## config.mk

```make
export PLATFORM = sky130hd
export DESIGN_NAME = filter_ctrl
export DESIGN_NICKNAME = d
export VERILOG_FILES = /design/src/rtl/filter_ctrl.sv
export SDC_FILE = /design/constraint.sdc
export NUM_CORES = 1
export LEC_CHECK = 0
export BUFFER_PORTS_ARGS = -buffer_cell sky130_fd_sc_hd__buf_4
export CORE_MARGIN = 5
export CORE_UTILIZATION = 40
export DETAILED_ROUTE_END_ITERATION = 10
export PLACE_DENSITY = 0.71
export SKIP_CTS_REPAIR_TIMING = 1
export SKIP_LAST_GASP = 1
export SLEW_MARGIN = 25
export SYNTH_ARGS = -nofsm -noshare
export SYNTH_HDL_FRONTEND = slang
export SYNTH_SLANG_ARGS = --single-unit
```

## constraint.sdc

```tcl
create_clock -name clk -period 2.8 [get_ports clk]
set_input_delay 0.14 -clock clk [delete_from_list [all_inputs] [get_ports clk]]
set_output_delay 0.14 -clock clk [all_outputs]
set_load 0.05 [all_outputs]
```

## src/rtl/filter_ctrl.sv

```systemverilog
// Sequencing controller for the Q15 averaging filter: gates the filter clock-enable,
// clears it on start, discards settling outputs, decimates and buffers results.
module filter_ctrl #(
  parameter int DECIM      = 64,
  parameter int SETTLE     = 2,
  parameter int FIFO_DEPTH = 4
) (
  input  logic        clk,
  input  logic        rst_n,
  input  logic        enable,
  input  logic        in_valid,
  input  logic [15:0] in_data,
  output logic        flt_rst_n,
  output logic        flt_ce,
  output logic [15:0] flt_data,
  input  logic [15:0] flt_avg,
  input  logic        flt_rdy,
  output logic        out_valid,
  input  logic        out_ready,
  output logic [15:0] out_data,
  output logic        busy,
  output logic        overflow
);

  // state   | meaning
  // IDLE    | stopped, filter inputs ignored
  // CLEAR   | one-cycle filter reset, counters and overflow cleared
  // SETTLE  | forwarding samples, discarding the first SETTLE outputs
  // RUN     | forwarding samples, pushing every DECIM-th output
  // DRAIN   | forwarding stopped, waiting for the FIFO to empty
  localparam logic [2:0] S_IDLE   = 3'd0;
  localparam logic [2:0] S_CLEAR  = 3'd1;
  localparam logic [2:0] S_SETTLE = 3'd2;
  localparam logic [2:0] S_RUN    = 3'd3;
  localparam logic [2:0] S_DRAIN  = 3'd4;

  localparam int          AW          = (FIFO_DEPTH > 1) ? $clog2(FIFO_DEPTH) : 1;
  localparam logic [AW:0] DEPTH       = (AW+1)'(FIFO_DEPTH);
  localparam logic [15:0] DECIM_LAST  = 16'(DECIM - 1);
  localparam logic [7:0]  SETTLE_LAST = 8'(SETTLE - 1);

  logic [2:0]    state;
  logic          rst_done;
  logic [7:0]    scnt;
  logic [15:0]   dcnt;
  logic [15:0]   mem [FIFO_DEPTH];
  logic [AW-1:0] wr_ptr;
  logic [AW-1:0] rd_ptr;
  logic [AW:0]   count;

  logic full;
  logic pop;
  logic push_req;
  logic push_ok;
  logic fwd;

  always_comb begin
    full     = (count == DEPTH);
    pop      = out_valid && out_ready;
    push_req = (state == S_RUN) && flt_rdy && (dcnt == DECIM_LAST);
    // A full FIFO still accepts a push when the head leaves on the same edge.
    push_ok  = push_req && (!full || pop);
    // CLEAR is included so the sample arriving as the filter leaves reset is not lost.
    fwd      = in_valid && enable &&
               ((state == S_CLEAR) || (state == S_SETTLE) || (state == S_RUN));
  end

  assign out_valid = (count != '0);
  assign out_data  = out_valid ? mem[rd_ptr] : '0;
  assign busy      = (state != S_IDLE);
  assign flt_rst_n = rst_done && (state != S_CLEAR);

  always_ff @(posedge clk) begin
    if (!rst_n) begin
      state <= S_IDLE;
    end else begin
      case (state)
        S_IDLE:   if (enable) state <= S_CLEAR;
        S_CLEAR:  state <= (SETTLE > 0) ? S_SETTLE : S_RUN;
        S_SETTLE: begin
          if (!enable)
            state <= S_DRAIN;
          else if (flt_rdy && (scnt == SETTLE_LAST))
            state <= S_RUN;
        end
        S_RUN:    if (!enable) state <= S_DRAIN;
        S_DRAIN:  if (count == '0) state <= S_IDLE;
        default:  state <= S_IDLE;
      endcase
    end
  end

  always_ff @(posedge clk) begin
    if (!rst_n) begin
      rst_done <= 1'b0;
      scnt     <= '0;
      dcnt     <= '0;
      overflow <= 1'b0;
      flt_ce   <= 1'b0;
      flt_data <= '0;
    end else begin
      rst_done <= 1'b1;
      flt_ce   <= fwd;
      if (fwd) flt_data <= in_data;

      if (state == S_CLEAR) begin
        scnt     <= '0;
        dcnt     <= '0;
        overflow <= 1'b0;
      end else begin
        if ((state == S_SETTLE) && flt_rdy) scnt <= scnt + 8'd1;
        if ((state == S_RUN) && flt_rdy)
          dcnt <= (dcnt == DECIM_LAST) ? '0 : dcnt + 16'd1;
        if (push_req && full && !pop) overflow <= 1'b1;
      end
    end
  end

  always_ff @(posedge clk) begin
    if (push_ok) mem[wr_ptr] <= flt_avg;
  end

  always_ff @(posedge clk) begin
    if (!rst_n) begin
      wr_ptr <= '0;
      rd_ptr <= '0;
      count  <= '0;
    end else begin
      if (push_ok) wr_ptr <= wr_ptr + 1'b1;
      if (pop)     rd_ptr <= rd_ptr + 1'b1;
      case ({push_ok, pop})
        2'b10:   count <= count + 1'b1;
        2'b01:   count <= count - 1'b1;
        default: count <= count;
      endcase
    end
  end

endmodule

```

* Word level (Yosys, flattened, before mapping)
Memory sizes are Yosys's and may differ from the RTL's. A register that Yosys moved wholly into a read port is not among the register bits.
Index checks and enable logic that the tools add are counted.
** Operators by class
- $add $sub $neg :: 6
- Eq/ne operators :: 14
- Multiplexer cells :: 14
- Bitwise gates (word level) :: 1
- Reduce and logical (&&, ||, !) cells :: 23
** Operators by type and width (number)
- $mux W16 :: 2
- $add A16 B1 Y16 const B :: 1
- $eq A16 B6 Y1 const B :: 1
- $mux W3 :: 5
- $pmux W3 S5 :: 1
- $logic_and A1 B1 Y1 :: 11
- $add A8 B1 Y8 const B :: 1
- $eq A8 B1 Y1 const B :: 1
- $eq A3 B2 Y1 const B :: 2
- $eq A3 B3 Y1 const B :: 2
- $logic_not A3 Y1 :: 2
- $ne A2 B2 Y1 const B :: 3
- $pmux W3 S2 :: 1
- $reduce_bool A3 Y1 :: 2
- $add A2 B1 Y2 const B :: 2
- $mux W2 :: 2
- $reduce_and A4 Y1 :: 1
- $add A3 B1 Y3 const B :: 1
- $eq A3 B1 Y1 const B :: 1
- $logic_or A1 B1 Y1 :: 3
- $mux W1 :: 3
- $ne A3 B1 Y1 const B :: 1
- $ne A3 B2 Y1 const B :: 1
- $sub A3 B1 Y3 const B :: 1
- 6 further kinds :: 7
** Word-level totals
- Register bits :: 53
- Memory bits (writable) :: 64
- Bits of input ports :: 38
- Output and inout bits :: 37
- Word-level logic and storage cells :: 69
- Memories kept :: 1
** Memories
- mem :: words 4, bits a word 16, read ports 1, clocked after Yosys merged registers in 1, wr ports 1, line 46 : logic [15:0] mem [FIFO_DEPTH];

* Logic depth before layout (Yosys ltp)
- Word-level depth :: 6
- Gate-level depth with buffers :: 10

* Worst setup path after synthesis
OpenSTA, ideal clock, no wires.
- Path kind :: reg-to-reg
- From :: register dcnt[9]
- To :: memory mem[0][0] (enable)
- Setup time :: 374 ps
- Arrival time :: 1714 ps
- Required time :: 2426 ps
- Path slack :: 713 ps
- Cell stages (with the launch flop) :: 5
- Cell sequence :: dfxtp_1 or4_4 nor4_1 and3_1 and3_1
** On the way
- Longest elaborated chain between the ends :: 5
** Ends and longest elaborated chain
- start, declared :: line 45 : logic [15:0] dcnt;
- start signal, assigned :: line 113 : dcnt <= (dcnt == DECIM_LAST) ? '0 : dcnt + 16'd1;
- $eq A16 B6 Y1 :: line 60 : push_req = (state == S_RUN) && flt_rdy && (dcnt == DECIM_LAST);
- $logic_and A1 B1 Y1 :: line 60
- $logic_and A1 B1 Y1 :: line 62 : push_ok = push_req && (!full || pop);
- $mux W1 :: line 120 : if (push_ok) mem[wr_ptr] <= flt_avg;
- $mux W1 (not written as such) :: line 120
- end, declared :: line 46
No other way between the ends.

* Worst setup path after layout
- From :: register state[1]
- To :: register count[2]
** On the way
- Longest elaborated chain between the ends :: 6
- Elaborated cells on any way between the ends :: 8
** Ends and longest elaborated chain
- start, declared :: line 42 : logic [2:0] state;
- start signal, assigned :: line 79 : S_CLEAR: state <= (SETTLE > 0) ? S_SETTLE : S_RUN;
- $eq A3 B2 Y1 (*) :: line 60
- $logic_and A1 B1 Y1 (*) (2 in a row) :: line 60
- $logic_and A1 B1 Y1 (*) :: line 62
- $eq A2 B1 Y1 or $eq A2 B2 Y1 (tied branches) :: line 131 : case ({push_ok, pop})
- $pmux W3 S2 or $reduce_bool A2 Y1 (tied branches)
- end signal, assigned :: line 132 : 2'b10: count <= count + 1'b1;
- end signal, assigned :: line 133 : 2'b01: count <= count - 1'b1;
- end signal, assigned :: line 134 : default: count <= count;
- end, declared :: line 49 : logic [AW:0] count;
Mark *: on every way between the ends. The rest lies on a longest branch, timed or not.
A chain may end at the register's enable or synchronous reset.

==> summary.md <==
| Metric | Value |
|---|---|
| Status | finished, violations left |
| Failing checks | negative hold slack |
| TNS Setup | 0 ps |
| Net Switching | 0.890 mW |
| Num CTS Buffers | 17 |
| CTS H-tree depth | 4 |
| Post-route ant nets | 0 |
| CP Capture Type | flop |
| Vias in the first global route | 3,232 |
| Commonest non-fill, non-tap cell in the layout | buf_4 |
| Max Slew Vio Count | 0 |
| Int Power | 3.34 mW |
| Initial antenna violation count | 0 |
| Fin crit period | 2290 ps |
| Max cap viols | 0 |
| Top FF cell, synth | edfxtp_1 |
| Setup ws final | 512 ps |
| Clock slew at reported path FFs | 60 ps |
| Final setup skew | 18.0 ps |
| Die span in y | 121 µm |
| Worst path slowest cell | dfxtp_1 |
| Max FO, Critical Path | 11 |
| Mux contribution to synthesized area | 8.19% |
| GRT Total Usage | 14.3% |
| Worst vdd ir | 0.390 mV |
| Fmax | 0.437 GHz |
| CTS root buf | clkbuf_16 |
| Commonest cells after routing, fill and taps aside | buf_4, edfxtp_1, dfxtp_1 |
| Die area | 0.0145 mm² |
| Finished Layout Cells | 662 |
| Clock latency on the worst-skew pair | 410 ps |
| FFs w/ async S/R, synth | 0% |
| Endpoints failing setup | 0 |
| Crit-path cells | nand4b_4 -> nor4_4 -> a21oi_1 -> inv_1 -> fa_1 -> nor2_1 -> and3_1 -> nand3b_1 -> o221ai_1 |
| Floorplan row count | 40 |
| Syn Area/Cell | 12.6 µm² |
| Synth Cell Area | 0.00489 mm² |
| Placed Instances | 600 |
| Comb pwr share | 4.7% |
| Post-Synth Adder-Cell Area | 2.20% |
| CP Class | flop to flop |
| Net Count, Synth | 434 |
| EDFF count, synth | 64 |
| Simple-Gate Fraction of Synth Area | 17.4% |
| Period utilisation layout | 81.7% |
| Hold path start | in_data[5] |
| Setup slack at placement | 553 ps |
| Nets | 548 |
| XOR/XNOR share of the synthesized area | 4.48% |
| Reg2reg start | state[1] |
| Slew @ Worst Pin | 782 ps |
| Clk pwr share | 51.4% |
| Critical Path Source Type | flop |
| Initial core utilization | 40.7% |
| Post-synthesis compound-gate area fraction | 3.61% |
| Largest buffer count on any clock path | 2 |
| Synth warn | 0 |
| Largest net degree at the start of global routing | 21 |
| RePlAce Congestion | 0.767 |
| Number of port buffers | 74 |
| Leak pwr | 2.45 nW |
| Die Width | 121 µm |
| Sequential share of power | 43.9% |
| Register area share after synthesis | 61.9% |
| Worst setup path start | state[1] |
| CP Data Required Time | 3130 ps |
| CP max stage delay | 540 ps |
| Net Sw Frac | 21.0% |
| Detailed Place HPWL | 6660 µm |
| Hold_ws | -8.40 ps |
| # IOs | 75 |
| # DRC | 0 |
| Count of different cell masters after synthesis | 50 |
| Synth Instances | 388 |
| Area Growth Syn to Fin | 33.2% |
| Main combinational cell family by area after synthesis | simple AND/OR/NAND/NOR gates |
| Class of the worst hold path | input pin to flop |
| DRT Pass-1 Iters | 4 |
| Final hold vios | 1 |
| First-pass GRT wire length | 15,900 µm |
| Core Box Area | 0.0120 mm² |
| Share of cells above drive strength 1 | 26.6% |
| Final wirelength | 10,100 µm |
| Pwr/cell area | 650 mW/mm² |
| WL/cell | 15.3 µm |
| Relative slew slack | 47.8% |
| 1st-iter DRT viols | 183 |
| N_diodes | 0 |
| Worst Path Arrival | 2620 ps |
| Via count | 3,319 |
| CTS sink count | 119 |
| #FFs+latches synth | 119 |
| Routed vias/inst | 5.01 |
| TritonCTS clock tree | done |
| RSZ-0062 raised after global routing | false |
| Global route overflow | 0 |
-- logic make-up after synthesis --
| group | Yosys count |
|---|---|
| simple gates | 161 |
| flops | 119 |
| xor+xnor | 25 |
| buf+inv | 26 |
| mux | 20 |
| fa+ha+maj | 8 |
| compound gates | 29 |
-- critical path, delay by kind of cell (launching register included) --
family                     cells  cell delay [ps]
DFF                            1              540
and+or+nand+nor                5             1020
buffers and inverters          1               90
AOI/OAI and AO/OA              2              340
adders and majority gates      1              220
-- area by class of cell --
type	count	area, µm²
clock buffer	18	429
fill	990	5500
timing repair buffer	112	916
sequential	119	3020
inverter	9	33.8
multi-input combinational	243	1750
tap	147	184
clock inverter	14	173
-- registers in the layout, summed over array words and instances (netlist names), named ones only --
signal    count
rst_done      1
rd_ptr        2
state         3
scnt          8
flt_ce        1
overflow      1
wr_ptr        2
flt_data     16
count         3
dcnt         16
mem          64
-- power by group through the flow --
stage,clock network [mW],logic (mW),registers [mW]
after floorplan,0,0.0608,1.92
after global placement,0,0.159,1.89
after detailed placement,0,0.163,1.89
after CTS,2.22,0.163,1.86
after global routing,2.33,0.213,1.86
final,2.18,0.197,1.86
-- routing by layer --
metal | wire length, µm | vias up | global-route usage [%]
li1 | - | 1624 | -
met1 | 4330 | 1609 | 17.2
met2 | 5210 | 82 | 23.4
met3 | 560 | 4 | 5.94
met4 | 27 | 0 | 4.25
met5 | 0 | - | 0
-- path summary, 6_finish.rpt --
kind	end	slack (ps)	cells past startpoint
hold / removal	flt_data[5]	-8	3
setup reg to reg	count[2]	510	9
setup / recovery	count[2]	510	9
hold reg to reg	flt_data[4]	460	2
-- through the flow --
step | cell area [µm²] | utilization, % | power (mW)
detailed placement | 5610 | 46.7 | 2.06
finish | 6510 | 54.2 | 4.23
floorplan | 4890 | - | 1.98
global route | 6510 | 54.2 | 4.40
CTS | 6210 | 51.7 | 4.24
global placement | 5610 | 46.7 | 2.05
-- cell usage after synthesis (4+ instances only) --
cell       n  area [µm²]
dfxtp_1   55        1100
mux2i_1    4        40.0
nor2_1    33         124
inv_1      9        33.8
edfxtp_1  64        1920
xor2_1    20         175
nand4_1    8        50.1
ha_1       7        87.6
mux4_2    16         360
nor3_1     5        25.0
nand3_1   11        55.1
clkbuf_1  10        37.5
a21oi_1   18        90.1
and3_1    10        62.6
xnor2_1    5        43.8
and2_1    17         106
buf_2      4        20.0
nand2_1   50         188
Power figures use the tool's default switching activity.
